===== config.mk =====
export PLATFORM = sky130hd
export DESIGN_NAME = morra_cinese_fsmd_flat
export DESIGN_NICKNAME = d
export VERILOG_FILES = /design/src/rtl/morra_cinese_fsmd_if.sv /design/src/rtl/morra_cinese_fsmd.sv /design/src/flat_wrapper.sv
export SDC_FILE = /design/constraint.sdc
export NUM_CORES = 1
export LEC_CHECK = 0
export CAP_MARGIN = 20
export CORE_ASPECT_RATIO = 0.8
export CORE_MARGIN = 10
export CORE_UTILIZATION = 40
export CTS_BUF_LIST = sky130_fd_sc_hd__clkbuf_8
export DETAILED_ROUTE_END_ITERATION = 8
export GPL_ROUTABILITY_DRIVEN = 0
export GPL_TIMING_DRIVEN = 0
export SLEW_MARGIN = 5
export SYNTH_ARGS = -nofsm -noshare
export SYNTH_HDL_FRONTEND = slang
export SYNTH_SLANG_ARGS = --single-unit

===== constraint.sdc =====
create_clock -name clk -period 4.6 [get_ports clk]
set_clock_uncertainty 0.1 [all_clocks]
set_input_delay 0.92 -clock clk [delete_from_list [all_inputs] [get_ports clk]]
set_output_delay 0.92 -clock clk [all_outputs]
set_load 0.05 [all_outputs]

===== src/rtl/morra_cinese_fsmd_if.sv =====
// Round/match bus for the Morra Cinese referee.
// PRIMO/SECONDO : player moves (or match-length code while INIZIA=1)
// INIZIA        : start/restart a match
// MANCHE        : registered round result
// PARTITA       : registered match result
interface morra_cinese_fsmd_if;
  logic [1:0] PRIMO;
  logic [1:0] SECONDO;
  logic       INIZIA;
  logic [1:0] MANCHE;
  logic [1:0] PARTITA;

  // Player/controller side: drives moves and start, observes results.
  modport master (
    output PRIMO,
    output SECONDO,
    output INIZIA,
    input  MANCHE,
    input  PARTITA
  );

  // Referee side.
  modport slave (
    input  PRIMO,
    input  SECONDO,
    input  INIZIA,
    output MANCHE,
    output PARTITA
  );
endinterface


===== src/rtl/morra_cinese_fsmd.sv =====
// Morra Cinese (rock-paper-scissors) match referee: FSM plus counters.
// Ports:
//   clk  - system clock, rising edge
//   rst  - asynchronous active-high reset
//   bus  - slave modport: PRIMO/SECONDO/INIZIA in, MANCHE/PARTITA out
// Move codes: 00 invalid, 01 rock, 10 paper, 11 scissors.
// Result codes: 00 none/invalid, 01 P1, 10 P2, 11 draw.
module morra_cinese_fsmd (
  input  logic                 clk,
  input  logic                 rst,
  morra_cinese_fsmd_if.slave   bus
);

  localparam int unsigned CNT_W  = 5;
  localparam int unsigned MOVE_W = 2;

  localparam logic [MOVE_W-1:0] MOVE_NONE = 2'b00;
  localparam logic [MOVE_W-1:0] MOVE_ROCK = 2'b01;
  localparam logic [MOVE_W-1:0] MOVE_PAP  = 2'b10;
  localparam logic [MOVE_W-1:0] MOVE_SCI  = 2'b11;

  localparam logic [1:0] RES_NONE = 2'b00;
  localparam logic [1:0] RES_P1   = 2'b01;
  localparam logic [1:0] RES_P2   = 2'b10;
  localparam logic [1:0] RES_DRAW = 2'b11;

  typedef enum logic [1:0] {
    IDLE = 2'b00,
    PLAY = 2'b01,
    OVER = 2'b10
  } state_t;

  typedef enum logic [1:0] {
    WIN_NONE = 2'b00,
    WIN_P1   = 2'b01,
    WIN_P2   = 2'b10
  } win_t;

  state_t             state_q,    state_d;
  logic [CNT_W-1:0]   max_q,      max_d;
  logic [CNT_W-1:0]   w1_q,       w1_d;
  logic [CNT_W-1:0]   w2_q,       w2_d;
  logic [CNT_W-1:0]   played_q,   played_d;
  win_t               lastwin_q,  lastwin_d;
  logic [MOVE_W-1:0]  lastmove_q, lastmove_d;
  logic [1:0]         manche_q,   manche_d;
  logic [1:0]         partita_q,  partita_d;

  // Round evaluation helpers
  logic               round_bad;
  logic               p1_beats;
  logic [CNT_W-1:0]   w1_n, w2_n, played_n, diff_n;
  logic               match_end;

  // State and datapath registers
  always_ff @(posedge clk or posedge rst) begin
    if (rst) begin
      state_q    <= IDLE;
      max_q      <= '0;
      w1_q       <= '0;
      w2_q       <= '0;
      played_q   <= '0;
      lastwin_q  <= WIN_NONE;
      lastmove_q <= MOVE_NONE;
      manche_q   <= RES_NONE;
      partita_q  <= RES_NONE;
    end else begin
      state_q    <= state_d;
      max_q      <= max_d;
      w1_q       <= w1_d;
      w2_q       <= w2_d;
      played_q   <= played_d;
      lastwin_q  <= lastwin_d;
      lastmove_q <= lastmove_d;
      manche_q   <= manche_d;
      partita_q  <= partita_d;
    end
  end

  // Next-state, datapath update and result encoding
  always_comb begin
    state_d    = state_q;
    max_d      = max_q;
    w1_d       = w1_q;
    w2_d       = w2_q;
    played_d   = played_q;
    lastwin_d  = lastwin_q;
    lastmove_d = lastmove_q;
    manche_d   = RES_NONE;
    partita_d  = RES_NONE;

    // Invalid if a move is missing or the last winner reuses the winning move
    round_bad  = (bus.PRIMO == MOVE_NONE) || (bus.SECONDO == MOVE_NONE) ||
                 ((lastwin_q == WIN_P1) && (bus.PRIMO   == lastmove_q)) ||
                 ((lastwin_q == WIN_P2) && (bus.SECONDO == lastmove_q));

    p1_beats   = ((bus.PRIMO == MOVE_ROCK) && (bus.SECONDO == MOVE_SCI))  ||
                 ((bus.PRIMO == MOVE_SCI)  && (bus.SECONDO == MOVE_PAP))  ||
                 ((bus.PRIMO == MOVE_PAP)  && (bus.SECONDO == MOVE_ROCK));

    played_n   = played_q + CNT_W'(1);
    w1_n       = w1_q;
    w2_n       = w2_q;
    if (bus.PRIMO != bus.SECONDO) begin
      if (p1_beats) w1_n = w1_q + CNT_W'(1);
      else          w2_n = w2_q + CNT_W'(1);
    end

    diff_n     = (w1_n >= w2_n) ? (w1_n - w2_n) : (w2_n - w1_n);
    match_end  = (played_n == max_q) ||
                 ((played_n >= CNT_W'(4)) && (diff_n >= CNT_W'(2)));

    if (bus.INIZIA) begin
      // Start/restart wins over everything; moves carry the length code
      max_d      = CNT_W'({bus.PRIMO, bus.SECONDO}) + CNT_W'(4);
      w1_d       = '0;
      w2_d       = '0;
      played_d   = '0;
      lastwin_d  = WIN_NONE;
      lastmove_d = MOVE_NONE;
      state_d    = PLAY;
    end else begin
      case (state_q)
        PLAY: begin
          if (!round_bad) begin
            played_d = played_n;
            w1_d     = w1_n;
            w2_d     = w2_n;
            if (bus.PRIMO == bus.SECONDO) begin
              manche_d  = RES_DRAW;
              lastwin_d = WIN_NONE;
            end else if (p1_beats) begin
              manche_d   = RES_P1;
              lastwin_d  = WIN_P1;
              lastmove_d = bus.PRIMO;
            end else begin
              manche_d   = RES_P2;
              lastwin_d  = WIN_P2;
              lastmove_d = bus.SECONDO;
            end
            if (match_end) begin
              state_d = OVER;
              if (w1_n > w2_n)      partita_d = RES_P1;
              else if (w2_n > w1_n) partita_d = RES_P2;
              else                  partita_d = RES_DRAW;
            end
          end
        end
        IDLE:    state_d = IDLE;
        OVER:    state_d = OVER;
        default: state_d = IDLE;
      endcase
    end
  end

  assign bus.MANCHE  = manche_q;
  assign bus.PARTITA = partita_q;

endmodule


===== src/flat_wrapper.sv =====
// flat-port wrapper written by rule: the top's interface ports become plain ports
module morra_cinese_fsmd_flat 
  (clk, rst, bus_PRIMO, bus_SECONDO, bus_INIZIA, bus_MANCHE, bus_PARTITA);
  morra_cinese_fsmd_if bus_i ();
  input  logic clk;
  input  logic rst;
  input wire logic [$bits(bus_i.PRIMO)-1:0] bus_PRIMO;
  input wire logic [$bits(bus_i.SECONDO)-1:0] bus_SECONDO;
  input wire logic [$bits(bus_i.INIZIA)-1:0] bus_INIZIA;
  output wire logic [$bits(bus_i.MANCHE)-1:0] bus_MANCHE;
  output wire logic [$bits(bus_i.PARTITA)-1:0] bus_PARTITA;
  assign bus_i.PRIMO = bus_PRIMO;
  assign bus_i.SECONDO = bus_SECONDO;
  assign bus_i.INIZIA = bus_INIZIA;
  assign bus_MANCHE = bus_i.MANCHE;
  assign bus_PARTITA = bus_i.PARTITA;
  morra_cinese_fsmd u_core (.clk(clk), .rst(rst), .bus(bus_i));
endmodule

* After elaboration in Yosys (flattened, before gate mapping)
Index checks and enable logic that the tools add are counted.
** Word-level totals
- Bits in registers :: 30
- Input port bits :: 7
- Logic and storage cells :: 95
** Operators by class
- Add/sub/neg operators :: 6
- Order comparisons :: 5
- Equal/unequal tests :: 19
- Mux-type cells :: 38
- Reductions and logical operators :: 18
** Operators with widths (number)
- 5-bit two-way mux :: 14
- 2-bit two-way mux :: 22
- 5-bit by 1-bit adder with 5-bit output, second input constant :: 3
- 2-bit == test, second input constant :: 6
- 5-bit > comparator :: 2
- 5-bit subtractor :: 2
- 2-bit by 1-bit == test with 1-bit output, second input constant :: 4
- 2-bit == test :: 3
- 1-bit logical AND :: 6
- 1-bit logical OR :: 6
- 4-bit by 3-bit adder with 5-bit output, second input constant :: 1
- 5-bit == test :: 1
- 5-bit by 2-bit >= comparator with 1-bit output, second input constant :: 1
- 5-bit by 3-bit >= comparator with 1-bit output, second input constant :: 1
- 5-bit >= comparator :: 1
- 2-bit logical NOT :: 2
- 2-bit inequality test, second input constant :: 2
- 2-bit one-hot mux with 2 select lines :: 1
- 2-bit AND reduction :: 2
- 3-bit by 2-bit inequality test with 1-bit output, second input constant :: 1
- 3-bit inequality test, second input constant :: 1
- 3-bit AND reduction :: 1
- 2-bit inequality test :: 1
- 2-bit nonzero test :: 1
- 1-bit two-way mux :: 1

* Logic depth before layout (Yosys ltp)
- Depth in word-level cells :: 15
- Gate-level depth with buffers :: 16
- Gate-level depth less buffers :: 15

* Least setup slack after synthesis
OpenSTA, ideal clock, no wires.
- Path kind :: input port to flip-flop
- From :: input bus_PRIMO[0]
- To :: register u_core.state_q[1]
- Setup time :: 128 ps
- Arrival :: 3832 ps
- Slack :: 541 ps
- Stages :: 14
- Path buffers :: 0
- Cells stage by stage :: inv_1 > ha_1 > mux2i_1 > o21ai_1 > o21ai_1 > mux2i_1 > inv_1 > fa_1 > nand2b_1 > a21oi_1 > xor2_1 > o41a_1 > a31oi_1 > mux2_1
** On the way
- Cells in the longest elaborated chain, start to end :: 13
- Elaborated cells on any way between the ends :: 29
- Those cells by class :: add/sub (2); order compare (2); eq/ne (7); mux (5); reduce/logical (13)
** Ends and longest elaborated chain
- from (decl) :: RTL line flat_wrapper.sv:7 : input wire logic [$bits(bus_i.PRIMO)-1:0] bus_PRIMO;
- 2-bit by 1-bit == test with 1-bit output or 2-bit == test (tied branches) :: RTL line morra_cinese_fsmd.sv:97, morra_cinese_fsmd.sv:98
- 1-bit logical AND (on tied branches) :: RTL line morra_cinese_fsmd.sv:97, morra_cinese_fsmd.sv:98
- 1-bit logical OR :: RTL line morra_cinese_fsmd.sv:97 : p1_beats = ((bus.PRIMO == MOVE_ROCK) && (bus.SECONDO == MOVE_SCI)) ||
- 1-bit logical OR :: RTL line morra_cinese_fsmd.sv:98 : ((bus.PRIMO == MOVE_SCI) && (bus.SECONDO == MOVE_PAP)) ||
- 5-bit two-way mux :: RTL line morra_cinese_fsmd.sv:105 : if (p1_beats) w1_n = w1_q + CNT_W'(1);
- 5-bit two-way mux :: RTL line morra_cinese_fsmd.sv:104 : if (bus.PRIMO != bus.SECONDO) begin
- 5-bit subtractor or 5-bit >= comparator (tied branches) :: RTL line morra_cinese_fsmd.sv:109 : diff_n = (w1_n >= w2_n) ? (w1_n - w2_n) : (w2_n - w1_n);
- 5-bit two-way mux :: RTL line morra_cinese_fsmd.sv:109
- 5-bit by 2-bit >= comparator with 1-bit output :: RTL line morra_cinese_fsmd.sv:111 : ((played_n >= CNT_W'(4)) && (diff_n >= CNT_W'(2)));
- 1-bit logical AND :: RTL line morra_cinese_fsmd.sv:111
- 1-bit logical OR :: RTL line morra_cinese_fsmd.sv:110 : match_end = (played_n == max_q) ||
- 3-bit by 2-bit inequality test with 1-bit output (no source line)
- 2-bit AND reduction (no source line) (*)
- to (signal assigned) :: RTL line morra_cinese_fsmd.sv:68 : state_q <= state_d;
- to (decl) :: RTL line morra_cinese_fsmd.sv:39 : state_t state_q, state_d;
Every way passes the cells marked *; elsewhere a longest branch is shown, timed or not.
A chain may end at the register's enable or synchronous reset.

* Worst setup path after layout
- From :: input bus_PRIMO[1]
- To :: register u_core.state_q[1]
The elaborated chain is that of the path after synthesis.

==> results.sh <==
export IMPL_status="completed"
export IMPL_io_buffers=7
export IMPL_post_synth_main_area_contributors="dfrtp_1 (33%), ha_1 (11%), xnor2_1 (6.6%)"
export IMPL_critical_path_top_delay_family="compound AO/OA/AOI/OAI gates"
export IMPL_syn_num_nets=283
export IMPL_area_growth_pct=15.5
export IMPL_path_clk_slew_ps=70
export IMPL_die_w_microns=104
export IMPL_h_tree_depth=2
export IMPL_antenna_found_initial=0
export IMPL_num_vias=1761
export IMPL_timing_fmax_ghz=0.237
export IMPL_final_layout_size_suffix_gt1_share_pct=13.5
export IMPL_die_area_sq_um=9050
export IMPL_peakVddDrop_uv=143
export IMPL_grt_overflow_total=0
export IMPL_max_cap_violations=0
export IMPL_ios=11
export IMPL_grt_pass1_wl_mm=8.62
export IMPL_first_pass_iters=4
export IMPL_insertion_delay_ps=290
export IMPL_numCtsBuffers=5
export IMPL_ctsHoldBuffers=0
export IMPL_cts_sinks=30
export IMPL_final_common_cell="nor2_1"
export IMPL_hp_class="reg2reg"
export IMPL_core_area_sq_um=5470
export IMPL_cp_start_kind="input pin"
export IMPL_end_kind="flip-flop"
export IMPL_clockRootBuffer="clkbuf_8"
export IMPL_synthArstFlopShare_pct=100
export IMPL_worst_pin_slew_ps=499
export IMPL_post_drt_wl_per_cell_microns=14.1
export IMPL_dp_hpwl_mm=3.82
export IMPL_routed_wl_mm=4.97
export IMPL_cp_cell_sequence="clkbuf_2, inv_1, ha_1, mux2i_1, o21ai_2, nor2_4, and2_1, xor2_1, ha_1, buf_6, a21o_1, a21oi_2, o21ai_2, o41a_1, a31oi_2, mux2_1"
export IMPL_crit_type="in2reg"
export IMPL_synth_avg_cell_area_sq_um=8.83
export IMPL_rsz0062_at_grt="false"
export IMPL_syn_instance_count=255
export IMPL_drc_errors=0
export IMPL_cts_tree="built"
export IMPL_rows=24
export IMPL_grt_pass1_vias=1760
export IMPL_ys_seq_area_share_pct=33.3
export IMPL_hold_viol=0
export IMPL_leakage_nw=1.16
export IMPL_slowest_stage="o41a_1"
export IMPL_diodes=0
export IMPL_synth_top_area_cell="dfrtp_1"
export IMPL_ant_nets=0
export IMPL_dpl_cell_count=341
export IMPL_synth_edf_count=0
export IMPL_power_mw=1.04
export IMPL_setup_viol=0
export IMPL_crit_fanout=8
export IMPL_max_slew_margin_pct=66.6
export IMPL_final_nets=302
export IMPL_utilization_pct=47.6
export IMPL_slew_violations=0
export IMPL_arrival_ps=4290
export IMPL_start_util_pct=41.2
export IMPL_dpl_cell_area_sq_um=2450
export IMPL_grtUsageTotal_pct=11.6
export IMPL_synth_cell_type_count=45
export IMPL_clockBufferDepth=2
export IMPL_min_period_ps=4220
export IMPL_netlist_area_leader_share_pct=33.3
export IMPL_path_buf_inv=3
export IMPL_drt_initial_drc_count=81
export IMPL_synth_top_flop_cell="dfrtp_1"
export IMPL_syn_cell_area_sq_um=2250
export IMPL_design_area_sq_um=2600
export IMPL_worstPathRequired_ps=4670
export IMPL_ys_seq_elements=30
export IMPL_instances_no_fill=353
export IMPL_fin_crit_sh_pct=91.7
export IMPL_power_density_nw_per_um2=399
export IMPL_final_cell_mix="nor2_1 (35), dfrtp_1 (30), ha_1 (19)"
export IMPL_die_h_microns=87.1
export IMPL_viasPerCell=4.99
export IMPL_max_stage_delay_ps=440
export IMPL_yosysWarnings=0
export IMPL_grt_start_max_net_pins=23
## power breakdown
group | internal (mW) | switching [mW]
combinational | 0.207 | 0.266
sequential | 0.298 | 0.0375
clock | 0.120 | 0.110
## worst register-to-register path: cells and delay by family (launching register included)
kind,cells,cell delay (ps)
adders and majority gates,2,600
xor gates and xnor gates,1,210
and+or+nand+nor,2,390
muxes,1,360
AOI/OAI and AO/OA,4,1020
DFF,1,460
## final timing paths
path / startpoint / to / cells after the start / slack, ps
max: bus_PRIMO[1] / u_core.state_q[1]$_DFFE_PP0P_ / 16 / 380
min: u_core.state_q[0]$_DFFE_PP0P_ / u_core.state_q[0]$_DFFE_PP0P_ / 1 / 410
max reg2reg: u_core.w1_q[0]$_DFFE_PP0P_ / u_core.state_q[1]$_DFFE_PP0P_ / 10 / 1350
min reg2reg: u_core.state_q[0]$_DFFE_PP0P_ / u_core.state_q[0]$_DFFE_PP0P_ / 1 / 410
max in group asynchronous: rst / u_core.played_q[0]$_DFFE_PP0P_ / 3 / 3130
min in group asynchronous: rst / u_core.w1_q[2]$_DFFE_PP0P_ / 2 / 830
## cell usage after synthesis, types with 3 or more instances
| cell | instances |
|---|---|
| a211oi_1 | 3 |
| a21oi_1 | 16 |
| a31oi_1 | 3 |
| and2_1 | 3 |
| and3_1 | 4 |
| buf_2 | 5 |
| clkbuf_1 | 3 |
| dfrtp_1 | 30 |
| ha_1 | 19 |
| inv_1 | 17 |
| mux2_2 | 6 |
| nand2_1 | 13 |
| nand2b_1 | 5 |
| nand3_1 | 11 |
| nor2_1 | 35 |
| nor2b_1 | 3 |
| nor3_1 | 6 |
| o21ai_0 | 9 |
| xnor2_1 | 17 |
| xor2_1 | 17 |
## flip-flops by register name, summed over array words and instances (netlist names)
name and count:
u_core.bus.MANCHE 2, u_core.w2_q 5, u_core.state_q 2, u_core.w1_q 5, u_core.lastmove_q 2, u_core.max_q 5, u_core.bus.PARTITA 2, u_core.lastwin_q 2
u_core.played_q 5
## logic make-up after synthesis
| logic type | share of synthesized area (%) |
|---|---|
| multiplexers | 4.39 |
| flip-flops | 33.3 |
| buffers and inverters | 4.94 |
| adder cells (fa/ha/maj) | 12.3 |
| AND/OR/NAND/NOR | 20.1 |
| XOR/XNOR | 13.2 |
| AO/OA/AOI/OAI | 11.7 |
## stage by stage
stage	hold WS (ps)	TNS, ps	setup WS, ps
after floorplan	364	0	541
after global placement	378	-1990	-667
after detailed placement	384	-2320	-758
after CTS	400	0	84.0
after global routing	420	0	112
final	406	0	381
## final cells by class
type | instances | area (sq um)
fillers | 557 | 2860
multi-input cells | 199 | 1430
inverters | 17 | 63.8
plain buffers | 9 | 47.5
flip-flops and latches | 30 | 751
clock buffers | 6 | 82.6
clock inverters | 2 | 12.5
repair buffers | 12 | 118
well taps | 78 | 97.6
## repair_timing
| action | CTS | global route |
|---|---|---|
| setup endpoints to repair | 4 | 2 |
| hold endpoints to repair | 0 | 0 |
| pin swaps | 1 | 2 |
| resized for setup | 8 | 6 |
| buffers inserted | 2 | 2 |
## metal layers
metal / up-vias / wire length (microns) / share of wire (%) / track usage (%)
met5: - / 0 / 0 / 0
met2: 17 / 2130 / 43 / 17.9
li1: 900 / - / - / -
met3: 5 / 134 / 2.7 / 3.11
met4: 0 / 56 / 1.1 / 3.78
met1: 839 / 2650 / 53 / 15.5
Note: power is estimated with default switching activity, not from simulation.
